--- src/rtl/axi_demultiplexer_multicast.sv ---
// Packet-granular AXI4-Stream router: a queued destination bitmask per packet
// selects unicast, lockstep multicast, or drop (mask zero).
module axi_demultiplexer_multicast #(
  parameter int NUM_STREAMS  = 4,
  parameter int SELECT_DEPTH = 4,
  parameter int COUNT_WIDTH  = 32,
  parameter int DATA_WIDTH   = 32
) (
  input  logic                                    clk,
  input  logic                                    rst_n,
  input  logic                                    select_valid,
  output logic                                    select_ready,
  input  logic [NUM_STREAMS-1:0]                  select_data,
  input  logic                                    in_tvalid,
  output logic                                    in_tready,
  input  logic [DATA_WIDTH-1:0]                   in_tdata,
  input  logic [DATA_WIDTH/8-1:0]                 in_tkeep,
  input  logic                                    in_tlast,
  output logic [NUM_STREAMS-1:0]                  out_tvalid,
  input  logic [NUM_STREAMS-1:0]                  out_tready,
  output logic [NUM_STREAMS*DATA_WIDTH-1:0]       out_tdata,
  output logic [NUM_STREAMS*(DATA_WIDTH/8)-1:0]   out_tkeep,
  output logic [NUM_STREAMS-1:0]                  out_tlast,
  output logic [$clog2(SELECT_DEPTH+1)-1:0]       select_level,
  output logic [COUNT_WIDTH-1:0]                  drop_count
);

  localparam int PTR_W = $clog2(SELECT_DEPTH);
  localparam int LVL_W = $clog2(SELECT_DEPTH+1);

  logic [NUM_STREAMS-1:0] mem [SELECT_DEPTH];
  logic [PTR_W-1:0]       wr_ptr, rd_ptr;
  logic [NUM_STREAMS-1:0] done;
  logic [NUM_STREAMS-1:0] head_mask;
  logic                   head_valid, full;
  logic                   push, pop, beat;

  assign full       = (select_level == LVL_W'(SELECT_DEPTH));
  assign head_valid = (select_level != '0);
  assign head_mask  = mem[rd_ptr];

  // Reset gates ready combinationally so no mask is taken while rst_n is low.
  assign select_ready = rst_n && !full;
  assign push         = select_valid && select_ready;
  assign beat         = in_tvalid && in_tready;
  assign pop          = beat && in_tlast;

  assign out_tdata = {NUM_STREAMS{in_tdata}};
  assign out_tkeep = {NUM_STREAMS{in_tkeep}};
  assign out_tlast = {NUM_STREAMS{in_tlast}};

  always_comb begin
    in_tready  = head_valid;
    out_tvalid = '0;
    for (int unsigned i = 0; i < NUM_STREAMS; i++) begin
      out_tvalid[i] = in_tvalid && head_valid && head_mask[i] && !done[i];
      if (head_mask[i] && !done[i] && !out_tready[i])
        in_tready = 1'b0;
    end
  end

  always_ff @(posedge clk) begin
    if (push)
      mem[wr_ptr] <= select_data;
  end

  always_ff @(posedge clk or negedge rst_n) begin
    if (!rst_n) begin
      wr_ptr       <= '0;
      rd_ptr       <= '0;
      select_level <= '0;
    end else begin
      if (push)
        wr_ptr <= wr_ptr + PTR_W'(1);
      if (pop)
        rd_ptr <= rd_ptr + PTR_W'(1);
      if (push && !pop)
        select_level <= select_level + LVL_W'(1);
      else if (pop && !push)
        select_level <= select_level - LVL_W'(1);
    end
  end

  // done marks outputs that already took the current beat so they never see it twice.
  always_ff @(posedge clk or negedge rst_n) begin
    if (!rst_n)
      done <= '0;
    else if (beat)
      done <= '0;
    else
      done <= done | (out_tvalid & out_tready);
  end

  always_ff @(posedge clk or negedge rst_n) begin
    if (!rst_n)
      drop_count <= '0;
    else if (pop && head_mask == '0)
      drop_count <= drop_count + COUNT_WIDTH'(1);
  end

endmodule

--- config.mk ---
export PLATFORM = sky130hd
export DESIGN_NAME = axi_demultiplexer_multicast
export DESIGN_NICKNAME = d
export VERILOG_FILES = /design/src/rtl/axi_demultiplexer_multicast.sv
export SDC_FILE = /design/constraint.sdc
export NUM_CORES = 1
export LEC_CHECK = 0
export ABC_AREA = 1
export BUFFER_PORTS_ARGS = -buffer_cell sky130_fd_sc_hd__buf_4
export CAP_MARGIN = 25
export CORE_UTILIZATION = 47
export CTS_CLUSTER_DIAMETER = 200
export DETAILED_ROUTE_END_ITERATION = 10
export GPL_TIMING_DRIVEN = 0
export PLACE_DENSITY = 0.83
export SETUP_SLACK_MARGIN = 0.5
export SLEW_MARGIN = 20
export SYNTH_ARGS = -nofsm -noshare
export SYNTH_HDL_FRONTEND = slang
export SYNTH_SLANG_ARGS = --single-unit
--- constraint.sdc ---
create_clock -name clk -period 2.68 [get_ports clk]
set_input_delay 0.536 -clock clk [delete_from_list [all_inputs] [get_ports clk]]
set_output_delay 0.536 -clock clk [all_outputs]
set_load 0.05 [all_outputs]
==> results.json <==
{
  "tightest_slew_ns": 0.548,
  "synth-compound-area-share_pct": 0.876,
  "synth_simple_gate_area_share_pct": 32.2,
  "grt_max_degree": 45,
  "layout_commonest_cell": "buf_4",
  "cpMaxStageDelayCell": "dfrtp_2",
  "ir_drop_mv": 0.770,
  "ios": 238,
  "synth_area_leaders": "buf_4 (23%), dfrtp_1 (22%), nand2_1 (14%), edfxtp_1 (9.9%), nand4_1 (5.9%)",
  "clk_latency_ns": 0.37,
  "core-area_um2": 9910,
  "grtUsageTotal_pct": 28.3,
  "vias": 5012,
  "reg2reg_slack_ns": 0.34,
  "outcome": "complete, no violations",
  "skew_ns": 0.0154,
  "synthArstFlopShare_pct": 72.9,
  "start_util_pct": 49.0,
  "report.power.total_uw": 4600,
  "io_buffers": 200,
  "setup_viol": 0,
  "wl_um": 15400,
  "ctsHoldBuffers": 0,
  "avgRoutedWirePerCell_um": 15.2,
  "final_cell_mix": "buf_4 (354), nand2_1 (173), nor2_1 (61)",
  "syn_nets": 706,
  "cap_violations": 0,
  "start_kind": "register",
  "ant_nets": 0,
  "htreeDepth": 3,
  "synth_top_family_by_area": "simple AND/OR/NAND/NOR gates",
  "dpl.hpwl_um": 11800,
  "post-route-period-util_pct": 88.1,
  "root_buffer": "clkbuf_8",
  "hold_viol": 0,
  "cts_sinks": 59,
  "antenna_cells": 0,
  "crit_required_ns": 2.14,
  "final_nets": 929,
  "place_congestion": 0.923,
  "drc": 0,
  "postSynthCellCount": 650,
  "grt_overflow": 0,
  "yosysTopAreaCellShare_pct": 23.0,
  "crit_type": "reg -> out",
  "worstPathCellList": "buf_6, nand2_2, nand3_2, nand4_1, nand3_2, nor2_4, buf_6, buf_8",
  "nFillCells": 809,
  "synth.area.mux_share_pct": 0,
  "synthAdderAreaFrac_pct": 1.96,
  "fp.dieArea_um2": 10700,
  "power_leakage_uw": 0.00362,
  "syn2layout_area_growth_pct": 43.7,
  "drt_iter0_drc": 350,
  "utilization_pct": 70.5,
  "die-width_um": 104,
  "antenna_found_initial": 0,
  "relSlewSlack_pct": 63.5,
  "path_buf_inv": 3,
  "critical_path_arrival_ns": 1.82,
  "synth_seq_cells": 59,
  "crit_path_end_kind": "output port",
  "synth_area_um2": 4860,
  "grt_pass1_wl_um": 23900,
  "critPathMaxFanout": 5,
  "dieHeight_um": 104,
  "slowest_delay_ns": 0.45,
  "ys_warn_count": 0,
  "avgSynthCellArea_um2": 7.47,
  "period_needed_ns": 2.36,
  "holdCritPathClass": "in -> async",
  "drv_slew": 0,
  "yosysSeqAreaShare_pct": 32.0,
  "cp_top_family": "simple AND/OR/NAND/NOR gates",
  "cts.clk_slew.worst_paths_ns": 0.09,
  "dr.pass1.iters": 5,
  "synth_xor_area_share_pct": 3.06,
  "via_per_inst": 4.96,
  "synth_flop_cell": "dfrtp_1",
  "fmax_mhz": 424,
  "yosysTopAreaCell": "buf_4",
  "cts_tree": "done",
  "grt_pass1_vias": 4671,
  "drive_gt1_share_pct": 50.0,
  "cts_made_buffers": 9,
  "cts_buffer_depth": 2,
  "rows": 36,
  "grt_setup_unrepaired": "yes",
  "power.density_nw_per_um2": 658,
  "synth.distinct_cells": 32,
  "synth_edf_count": 16
}
## metal layers
metal	share of wire (%)	track usage, %	up-vias
met5	0	0	-
met4	2.0	10.7	0
met3	8.8	6.99	36
met2	50	47.7	290
met1	39	34.8	2332
li1	-	-	2354
## registers in the layout (all words and copies together) (netlist names)
name	flops
select_level	3
done	4
rd_ptr	2
wr_ptr	2
mem	16
drop_count	32
## synthesized netlist by cell type, types with 2 or more instances
cell type / instances
xnor2_1: 6
inv_2: 2
buf_6: 7
dfrtp_1: 43
ha_1: 6
nand2_1: 180
nand2_2: 5
nand4_1: 46
xor2_1: 11
edfxtp_1: 16
nand3b_1: 7
nand3_1: 19
a21oi_1: 2
inv_1: 56
nor2_1: 61
o21ai_0: 2
nor3_1: 6
nor2_2: 4
buf_4: 149
nand3_2: 5
buf_2: 6
## worst paths after layout
kind | startpoint | endpoint | depth (start not counted)
max | rd_ptr[0] | in_tready | 8
min | rst_n | drop_count[23] | 1
max reg2reg | rd_ptr[0] | select_level[1] | 12
min reg2reg | select_level[0] | select_level[0] | 1
max in group asynchronous | rst_n | select_level[2] | 1
min in group clk | select_data[1] | mem[1][1] | 1
## cell families after synthesis
family / Yosys count
adders and majority gates: 7
buffers and inverters: 222
and+or+nand+nor: 339
AOI/OAI and AO/OA: 6
DFF: 59
xor gates and xnor gates: 17
## worst register-to-register path: cells and delay by family, from the launching register on
kind | cells | cell delay [ns]
adders and majority gates | 2 | 0.62
buffers and inverters | 2 | 0.23
and+or+nand+nor | 7 | 0.88
AOI/OAI and AO/OA | 1 | 0.05
DFF | 1 | 0.45
## through the flow
stage	area (µm²)	setup WS [ns]	TNS, ns	hold WS (ns)	cells
after floorplan	4900	0.417	0	0.240	650
after global placement	6570	0.0871	0	0.518	983
after detailed placement	6570	-0.0158	-0.0158	0.516	983
after CTS	6880	0.361	0	0.177	1005
after global routing	6980	0.232	0	0.0953	1011
final	6980	0.319	0	0.0765	1011
## power by group
group / internal [µW] / switching, µW / total (µW) / leakage [µW]
Sequential: 1050 / 106 / 1150 / 0.000722
Combinational: 924 / 1650 / 2570 / 0.00280
Clock: 445 / 426 / 871 / 0.0000988
## layout make-up
class / count / area, µm² / share of cell area [%]
Inverter: 58 / 225 / 3.23
Clock inverter: 7 / 82.6 / 1.18
Buffer: 164 / 1240 / 17.7
Multi-Input combinational cell: 369 / 1970 / 28.2
Tap cell: 133 / 166 / 2.38
Sequential cell: 59 / 1560 / 22.4
Clock buffer: 9 / 124 / 1.77
Timing Repair Buffer: 212 / 1620 / 23.2
## what timing repair did
item,in CTS,in global routing
setup buffers,5,6
pin swaps,10,10
hold endpoints to repair,0,0
resized for setup,19,13
endpoints found under the setup margin,6,11
cloned,1,0
No activity file was read; power rests on OpenSTA's default activity.
